**src/rtl/cursor_controller.sv**
```systemverilog
// cursor_controller: joystick-driven screen cursor with press/auto-repeat.
// A held direction steps once on the first frame tick and then waits
// REPEAT_DELAY ticks. After that it steps once every REPEAT_RATE ticks.
// Positions saturate at the screen edges by default. Define the macro
// CURSOR_WRAP_EN to make positions wrap around to the opposite edge instead.
module cursor_controller #(
    parameter int SCREEN_W     = 640,
    parameter int SCREEN_H     = 480,
    parameter int STEP         = 4,
    parameter int REPEAT_DELAY = 10,
    parameter int REPEAT_RATE  = 2
) (
    input  logic       clk,
    input  logic       reset,
    input  logic [1:0] direction,
    input  logic       dir_valid,
    input  logic       frame_tick,
    output logic [9:0] cursor_x,
    output logic [9:0] cursor_y,
    output logic       moved,
    output logic [3:0] at_edge
);

    localparam int CNT_MAX = (REPEAT_DELAY > REPEAT_RATE) ? REPEAT_DELAY : REPEAT_RATE;
    localparam int CNT_W   = $clog2(CNT_MAX + 1);

    localparam logic [CNT_W-1:0] CNT_ZERO   = CNT_W'(0);
    localparam logic [CNT_W-1:0] CNT_ONE    = CNT_W'(1);
    localparam logic [CNT_W-1:0] DELAY_LAST = CNT_W'(REPEAT_DELAY - 1);
    localparam logic [CNT_W-1:0] RATE_LAST  = CNT_W'(REPEAT_RATE - 1);

    localparam logic [10:0] STEP_W = 11'(STEP);
    localparam logic [10:0] W_EXT  = 11'(SCREEN_W);
    localparam logic [10:0] H_EXT  = 11'(SCREEN_H);
    localparam logic [9:0]  X_MAX  = 10'(SCREEN_W - 1);
    localparam logic [9:0]  Y_MAX  = 10'(SCREEN_H - 1);
    localparam logic [9:0]  X_MID  = 10'(SCREEN_W / 2);
    localparam logic [9:0]  Y_MID  = 10'(SCREEN_H / 2);

    typedef enum logic [1:0] {
        IDLE   = 2'b00,
        DELAY  = 2'b01,
        REPEAT = 2'b10
    } state_t;

    state_t           state_r, state_s;
    logic [CNT_W-1:0] cnt_r, cnt_s;
    logic [1:0]       last_dir_r, last_dir_s;
    logic             step_s;
    logic [9:0]       next_x_s, next_y_s;
    logic             moved_s;

    // Increasing coordinate. The sum is formed at 11 bits so it cannot overflow before the range check.
    function automatic logic [9:0] step_up(input logic [9:0] pos, input logic [10:0] extent);
        logic [10:0] sum_v;
        sum_v = {1'b0, pos} + STEP_W;
        if (sum_v > (extent - 11'd1)) begin
`ifdef CURSOR_WRAP_EN
            return 10'(sum_v - extent);
`else
            return 10'(extent - 11'd1);
`endif
        end else begin
            return 10'(sum_v);
        end
    endfunction

    // Decreasing coordinate. Underflow is detected before subtracting.
    function automatic logic [9:0] step_down(input logic [9:0] pos, input logic [10:0] extent);
        if ({1'b0, pos} < STEP_W) begin
`ifdef CURSOR_WRAP_EN
            return 10'({1'b0, pos} + extent - STEP_W);
`else
            return 10'd0;
`endif
        end else begin
            return 10'({1'b0, pos} - STEP_W);
        end
    endfunction

    // Press / delay / auto-repeat sequencing. Decides on which ticks a step is taken.
    always_comb begin
        state_s    = state_r;
        cnt_s      = cnt_r;
        last_dir_s = last_dir_r;
        step_s     = 1'b0;
        if (!dir_valid) begin
            state_s = IDLE;
            cnt_s   = CNT_ZERO;
        end else if (frame_tick) begin
            case (state_r)
                IDLE: begin
                    step_s     = 1'b1;
                    last_dir_s = direction;
                    cnt_s      = CNT_ZERO;
                    state_s    = DELAY;
                end
                DELAY: begin
                    if (direction != last_dir_r) begin
                        step_s     = 1'b1;
                        last_dir_s = direction;
                        cnt_s      = CNT_ZERO;
                    end else if (cnt_r == DELAY_LAST) begin
                        step_s  = 1'b1;
                        cnt_s   = CNT_ZERO;
                        state_s = REPEAT;
                    end else begin
                        cnt_s = cnt_r + CNT_ONE;
                    end
                end
                REPEAT: begin
                    if (direction != last_dir_r) begin
                        step_s     = 1'b1;
                        last_dir_s = direction;
                        cnt_s      = CNT_ZERO;
                        state_s    = DELAY;
                    end else if (cnt_r == RATE_LAST) begin
                        step_s = 1'b1;
                        cnt_s  = CNT_ZERO;
                    end else begin
                        cnt_s = cnt_r + CNT_ONE;
                    end
                end
                default: begin
                    state_s = IDLE;
                    cnt_s   = CNT_ZERO;
                end
            endcase
        end else begin
            state_s = state_r;
        end
    end

    // Candidate position for this edge. A step always moves in the direction sampled on the tick.
    always_comb begin
        next_x_s = cursor_x;
        next_y_s = cursor_y;
        if (step_s) begin
            case (direction)
                2'b01:   next_x_s = step_up(cursor_x, W_EXT);
                2'b10:   next_x_s = step_down(cursor_x, W_EXT);
                2'b11:   next_y_s = step_down(cursor_y, H_EXT);
                2'b00:   next_y_s = step_up(cursor_y, H_EXT);
                default: next_x_s = cursor_x;
            endcase
        end else begin
            next_x_s = cursor_x;
        end
        moved_s = (next_x_s != cursor_x) || (next_y_s != cursor_y);
    end

    // Control state registers. Reset abandons any press that is in progress.
    always_ff @(posedge clk) begin
        if (reset) begin
            state_r    <= IDLE;
            cnt_r      <= CNT_ZERO;
            last_dir_r <= 2'b00;
        end else begin
            state_r    <= state_s;
            cnt_r      <= cnt_s;
            last_dir_r <= last_dir_s;
        end
    end

    // Registered outputs. at_edge is derived from the position being loaded so it stays aligned with it.
    always_ff @(posedge clk) begin
        if (reset) begin
            cursor_x <= X_MID;
            cursor_y <= Y_MID;
            moved    <= 1'b0;
            at_edge  <= 4'b0000;
        end else begin
            cursor_x <= next_x_s;
            cursor_y <= next_y_s;
            moved    <= moved_s;
            at_edge  <= {(next_y_s == 10'd0), (next_y_s == Y_MAX),
                         (next_x_s == 10'd0), (next_x_s == X_MAX)};
        end
    end

endmodule
```
**config.mk**
```make
export PLATFORM = sky130hd
export DESIGN_NAME = cursor_controller
export DESIGN_NICKNAME = d
export VERILOG_FILES = /design/src/rtl/cursor_controller.sv
export SDC_FILE = /design/constraint.sdc
export NUM_CORES = 1
export LEC_CHECK = 0
export CORE_MARGIN = 1.5
export CORE_UTILIZATION = 46
export DETAILED_ROUTE_END_ITERATION = 6
export GPL_TIMING_DRIVEN = 0
export MAX_ROUTING_LAYER = met4
export PLACE_DENSITY_LB_ADDON = 0.25
export SLEW_MARGIN = 20
export SYNTH_ARGS = -nofsm -noshare
export SYNTH_HDL_FRONTEND = slang
export SYNTH_SLANG_ARGS = --single-unit
```
**constraint.sdc**
```tcl
create_clock -name clk -period 7.7 [get_ports clk]
set_input_delay 1.925 -clock clk [delete_from_list [all_inputs] [get_ports clk]]
set_output_delay 1.925 -clock clk [all_outputs]
set_load 0.1 [all_outputs]
```
==> flow_metrics.py, run 1 <==
metrics = {
    "outcome": {
        "failed_checks": "design-rule violations",
        "outcome": "finished with violations",
    },
    "critical_path": {
        "criticalPathCategory": "in -> reg",
        "path_delay_family": "simple AND/OR/NAND/NOR gates",
        "required_ns": 7.87,
        "cp_cell_sequence": "clkdlybuf4s50_1 -> inv_1 -> ha_1 -> nand2b_1 -> or3_1 -> nand2_1 -> o31ai_1 -> buf_2 -> o211ai_1 -> o21ai_1 -> or4_1 -> a2111oi_2",
        "cp_max_fo": 10,
        "slowest_stage": "or4_1",
        "critPathBufInv": 3,
        "r2r_end": "moved",
        "reg2reg_depth": 10,
        "r2r-start": "cursor_y[2]",
        "ff2ff_setup_slack_ns": 4.29,
        "arrival_ns": 5.02,
        "cpPeakStageDelay_ns": 0.55,
        "cp-start-kind": "primary input",
        "worstSetupEndpointType": "flop",
    },
    "flow_run": {
        "max_cap_viol_count": 0,
    },
    "synthesis": {
        "ys_ff_latch": 33,
        "synth-compound-area-share_pct": 30.9,
        "yosys.area_share.simple_pct": 26.5,
        "async_reset_ff_share_pct": 0,
        "synth_warnings": 0,
        "synth_xor_area_share_pct": 4.48,
        "synthAdderAreaFrac_pct": 6.45,
        "synth.distinct_cells": 78,
        "syn_nets": 436,
        "synth_top_family_by_area": "compound AO/OA/AOI/OAI gates",
        "synth.cell_area_um2": 3100,
        "netlist.area_leader.share_pct": 21.3,
        "synth_edf_count": 0,
        "synth_area_per_cell_um2": 7.49,
        "synthMuxAreaShare_pct": 1.65,
        "ys_seq_area_share_pct": 21.3,
        "synthTopCellsByArea": "dfxtp_1, ha_1, nor2_1",
        "syn_inst": 414,
        "synth-main-ff-cell": "dfxtp_1",
        "synth_top_area_cell": "dfxtp_1",
    },
    "floorplanning": {
        "die_area_um2": 7240,
        "core_um2": 6420,
        "initial_utilization_pct": 48.3,
        "die_h_um": 85.1,
        "rows": 29,
        "die_w_um": 85.1,
        "io_pins": 31,
    },
    "drt": {
        "vias_per_cell": 6.40,
        "wl_per_cell_um": 16.7,
        "drc_errors": 3,
        "drt_iter0_drc": 403,
        "route.vias.total": 3379,
        "drtAntennaViolNets": 0,
        "first_pass_iters": 7,
        "wirelength_um": 8800,
    },
    "clock_tree": {
        "cts_max_level": 2,
        "cts-buffers-inserted": 5,
        "cts_setup_buffers": 0,
        "holdBufCountCts": 0,
        "cts.sinks": 33,
        "path_clk_slew_ns": 0.08,
        "clock-root-buffer": "clkbuf_8",
        "cts_buffer_depth": 2,
        "cts_tree": "done",
        "post_cts_resized": 0,
        "clock_latency_ns": 0.29,
    },
    "grt": {
        "grt_max_degree": 13,
        "grt_pass1_wl_um": 14600,
        "grtUsageTotal_pct": 25.0,
        "overflow": 0,
        "antenna_found_initial": 0,
        "grt_pass1_vias": 3003,
    },
    "finish": {
        "nets": 472,
        "drive_gt1_share_pct": 10.4,
        "nFillCells": 595,
        "area_growth_syn_to_layout_pct": 16.2,
        "antenna-diode-count": 0,
        "final_util_pct": 56.1,
    },
    "sta": {
        "fin_crit_ns": 4.85,
        "slew_headroom_pct": 34.5,
        "timing.final.crit_share_pct": 63.0,
        "finalHoldViolCount": 0,
        "setup_viol": 0,
        "rsz0062_at_grt": "false",
        "tns_ns": 0,
        "slew_viol_final": 0,
        "worst_pin_slew_ns": 0.979,
        "skew_ns": 0.0177,
        "clock.fmax_mhz": 206,
    },
    "pwr": {
        "vdd_drop_max_mv": 0.0951,
        "powerDensity_nw_per_um2": 139,
        "leakagePower_uw": 0.00133,
    },
    "min_path": {
        "hold_path.class": "reg -> reg",
        "whs_endpoint": "last_dir_r[0]",
        "holdPathStages": 2,
        "hp-start": "last_dir_r[0]",
    },
    "placement": {
        "gp_congestion": 1.02,
        "dp_hpwl_um": 6540,
        "portBuffers": 29,
    },
}
logic make-up after synthesis:
group           Yosys count
flops                    33
fa+ha+maj                16
xor+xnor                 15
buf+inv                  49
compound gates          132
mux                       5
simple gates            164
cell usage in the layout (no fill, tap or decap), types with 8 or more instances in the layout:
cell type	netlist	routed
a31oi_1	10	10
dfxtp_1	33	33
nor3_1	8	8
xnor2_1	8	8
o21ai_0	25	25
nand3_1	14	14
clkbuf_8	5	10
nor2_1	45	45
a21oi_1	23	23
buf_2	8	8
inv_1	20	20
ha_1	16	16
nand2_1	43	43
o31ai_1	8	8
clkdlybuf4s50_1	0	29
report_power, final:
group	leakage (uW)	total, uW	internal [uW]	switching [uW]
combinational	0.00101	149	47.2	102
clock	0.0000543	172	97.0	74.7
sequential	0.000268	180	176	3.96
total	0.00133	501	320	181
cells in the mapped netlist (7+ instances only):
| library cell | instances |
|---|---|
| o21ai_0 | 25 |
| xnor2_1 | 8 |
| buf_2 | 8 |
| clkbuf_1 | 7 |
| nor2_1 | 45 |
| a31oi_1 | 10 |
| dfxtp_1 | 33 |
| inv_1 | 20 |
| nor4_1 | 7 |
| a21oi_1 | 23 |
| nand2_1 | 43 |
| o31ai_1 | 8 |
| ha_1 | 16 |
| nand3_1 | 14 |
| nor3_1 | 8 |
sequential cells by signal, summed over array words and instances (netlist names):
register    count
cursor_x       10
at_edge         4
last_dir_r      2
moved           1
cnt_r           4
state_r         2
cursor_y       10
how the worst max path moves through the flow:
stage | start | end | cells after the start
finish | direction[1] | at_edge[0] | 12
global route | direction[1] | at_edge[0] | 12
detailed placement | direction[1] | at_edge[0] | 12
floorplan | direction[1] | at_edge[0] | 11
global placement | direction[1] | at_edge[0] | 12
CTS | direction[1] | at_edge[0] | 12
worst register-to-register path, stage by stage, from the launching register on:
cell and delay, ns:
dfxtp_1 0.36, clkbuf_8 0.18, inv_1 0.17, ha_1 0.34, or4b_4 0.54, o41a_1 0.48
nand2_1 0.11, o311ai_0 0.22, a222oi_1 0.45, o2111ai_1 0.16, a31o_1 0.26
per-layer routing:
layer / part of all wire, % / routed length (um) / vias up / GRT usage, %
met4: 2.5 / 221 / 0 / 6.11
met3: 9.1 / 798 / 32 / 4.86
met5: 0 / 0 / - / -
li1: - / - / 1617 / -
met1: 44 / 3910 / 1552 / 34.0
met2: 44 / 3870 / 178 / 38.2
stage by stage:
stage / power, uW / instance area [um^2] / worst slack [ns] / hold slack (ns) / cells
floorplan: 295 / 3100 / 3.64 / 0.474 / 414
global placement: 329 / 3490 / 2.70 / 0.498 / 520
detailed placement: 329 / 3490 / 2.64 / 0.502 / 520
CTS: 498 / 3600 / 2.94 / 0.520 / 528
global route: 520 / 3600 / 2.68 / 0.547 / 528
finish: 501 / 3600 / 2.85 / 0.518 / 528
cell type report:
type                            instances  area [um^2]  area share [%]
Tap cell                               77         96.3            2.67
Inverter                               22         82.6            2.29
Timing Repair Buffer                   29          290            8.06
Sequential cell                        33          661            18.3
Multi-Input combinational cell        332         2170            60.2
Buffer                                 27          188            5.21
Clock inverter                          3         46.3            1.28
Clock buffer                            5         68.8            1.91
No activity file was read; power rests on OpenSTA's default activity.
==> run 2: changes to the inputs <==
==> constraint.sdc (replaced) <==
create_clock -name clk -period 5 [get_ports clk]
set_input_delay 1.25 -clock clk [delete_from_list [all_inputs] [get_ports clk]]
set_output_delay 1.25 -clock clk [all_outputs]
set_load 0.1 [all_outputs]
==> results of run 2 <==
Same layout as run 1 (identical final DEF). Status: finished with violations: design-rule violations.
Main changes from that run: setup slack after placement 2.64 ns -> 0.617 ns; setup slack after layout 2.85 ns -> 0.823 ns; register-to-register setup slack 4.29 ns -> 1.59 ns; total power 501 uW -> 771 uW; worst IR drop on VDD 0.0951 mV -> 0.146 mV
==> run 3: changes to the inputs <==
==> constraint.sdc (replaced) <==
create_clock -name clk -period 3.8 [get_ports clk]
set_input_delay 0.95 -clock clk [delete_from_list [all_inputs] [get_ports clk]]
set_output_delay 0.95 -clock clk [all_outputs]
set_load 0.1 [all_outputs]
==> flow_metrics.py, run 3 (synthesis gave the netlist of run 1 again) <==
metrics = {
    "min_path": {
        "hold_path.class": "reg -> reg",
    },
    "placement": {
        "dp_hpwl_um": 6540,
        "gp_congestion": 1.02,
        "portBuffers": 29,
        "place_ws_ns": -0.283,
        "placed_cell_area_um2": 3490,
    },
    "critical_path": {
        "cp_cell_sequence": "clkbuf_8 -> inv_1 -> ha_1 -> or4b_4 -> o41a_1 -> nand2_1 -> o311ai_0 -> a222oi_1 -> o2111ai_1 -> a31o_1",
        "cpPeakStageDelay_ns": 0.55,
        "required_ns": 3.97,
        "ff2ff_setup_slack_ns": 0.37,
        "worstSetupEndpointType": "flop",
        "criticalPathCategory": "reg -> reg",
        "arrival_ns": 3.60,
        "slowest_stage": "or4b_4",
        "critPathBufInv": 2,
        "cp_max_fo": 10,
        "path_delay_family": "compound AO/OA/AOI/OAI gates",
        "cp-start-kind": "flop",
    },
    "finish": {
        "antenna-diode-count": 0,
        "nets": 472,
        "nFillCells": 590,
        "seqCellArea_um2": 661,
        "layout_common_cells": "nor2_1, nand2_1, dfxtp_1, clkdlybuf4s50_1, o21ai_0",
        "area_growth_syn_to_layout_pct": 17.2,
        "multiInputGateArea_um2": 2200,
        "mostFrequentLayoutCell": "nor2_1",
        "stdcell_area_um2": 3630,
        "drive_gt1_share_pct": 11.1,
        "reg.largest.list": "cursor_x (10), cursor_y (10)",
    },
    "outcome": {
        "failed_checks": "design-rule violations",
        "outcome": "finished with violations",
    },
    "clock_tree": {
        "cts_tree": "done",
        "cts_buffer_depth": 2,
        "clock_latency_ns": 0.29,
        "clock-root-buffer": "clkbuf_8",
        "cts_max_level": 2,
        "holdBufCountCts": 0,
        "cts-buffers-inserted": 5,
        "cts.sinks": 33,
        "path_clk_slew_ns": 0.09,
    },
    "sta": {
        "tns_ns": 0,
        "setup_viol": 0,
        "fin_ws_ns": 0.368,
        "rsz0062_at_grt": "false",
        "fin_crit_ns": 3.43,
        "slew_headroom_pct": 34.4,
        "timing.final.crit_share_pct": 90.3,
        "finalHoldViolCount": 0,
        "slew_viol_final": 0,
        "skew_ns": 0.0166,
        "clock.fmax_mhz": 291,
        "worst_pin_slew_ns": 0.981,
    },
    "drt": {
        "first_pass_iters": 7,
        "drt_iter0_drc": 401,
        "route.vias.total": 3410,
        "drtAntennaViolNets": 0,
        "drc_errors": 3,
        "wirelength_um": 8810,
        "wl_per_cell_um": 16.7,
        "vias_per_cell": 6.46,
    },
    "floorplanning": {
        "initial_utilization_pct": 48.3,
        "die_area_um2": 7240,
        "die_h_um": 85.1,
        "core_um2": 6420,
        "rows": 29,
        "io_pins": 31,
        "die_w_um": 85.1,
    },
    "grt": {
        "grt_pass1_vias": 3003,
        "antenna_found_initial": 0,
        "grtUsageTotal_pct": 25.0,
        "overflow": 0,
        "grt_pass1_wl_um": 14600,
        "grt_max_degree": 13,
    },
    "flow_run": {
        "max_cap_viol_count": 0,
    },
    "pwr": {
        "powerDensity_nw_per_um2": 279,
        "vdd_drop_max_mv": 0.192,
        "leakagePower_uw": 0.00135,
    },
}
[run 3: cell count changes in the layout (fill, tap and decap cells not counted)]
cell,delta
a2111oi_2,-1
a2111oi_4,+1
clkbuf_1,-1
clkbuf_2,+1
clkdlybuf4s50_1,-2
dlymetal6s2s_1,+2
ha_1,-1
ha_4,+1
inv_1,-1
inv_2,+1
o21ai_0,-1
o21ai_1,+1
[run 3: final timing paths]
kind              cells after the start           from             to
setup / recovery                     10    cursor_y[2]          moved
hold / removal                        2  last_dir_r[0]  last_dir_r[0]
setup reg to reg                     10    cursor_y[2]          moved
hold reg to reg                       2  last_dir_r[0]  last_dir_r[0]
[run 3: worst reg2reg max path, stage by stage (launching register included)]
cell and delay [ns]:
dfxtp_1 0.36, clkbuf_8 0.18, inv_1 0.18, ha_1 0.34
or4b_4 0.55, o41a_1 0.48, nand2_1 0.12, o311ai_0 0.23
a222oi_1 0.44, o2111ai_1 0.16, a31o_1 0.26
[run 3: what timing repair did]
item                       in CTS  in global routing
buffers inserted                0                  0
gates resized for setup         0                  9
setup endpoints to repair       0                  1
[run 3: report_power, final]
group	internal [uW]	switching, uW
Clock	197	150
Sequential	356	7.94
Combinational	96.3	208
[run 3: layout make-up]
| class | count | area share [%] |
|---|---|---|
| sequential | 33 | 18.2 |
| buffer | 27 | 5.20 |
| tap | 77 | 2.65 |
| inverter | 22 | 2.27 |
| timing repair buffer | 29 | 8.12 |
| clock inverter | 3 | 1.27 |
| multi-input combinational | 332 | 60.4 |
| clock buffer | 5 | 1.89 |
[run 3: layer usage]
| metal | part of all wire (%) | global-route usage, % |
|---|---|---|
| met3 | 9.2 | 4.86 |
| met5 | 0 | - |
| met2 | 44 | 38.2 |
| met4 | 2.1 | 6.11 |
| met1 | 44 | 34.0 |
[run 3: per-stage QoR]
stage | util, % | total power (uW) | std cells | hold slack (ns)
final | 56.6 | 1010 | 528 | 0.518
after global routing | 56.6 | 1060 | 528 | 0.547
after CTS | 56.1 | 1010 | 528 | 0.520
after detailed placement | 54.3 | 667 | 520 | 0.502
after global placement | 54.3 | 666 | 520 | 0.498
after floorplan | - | 598 | 414 | 0.474
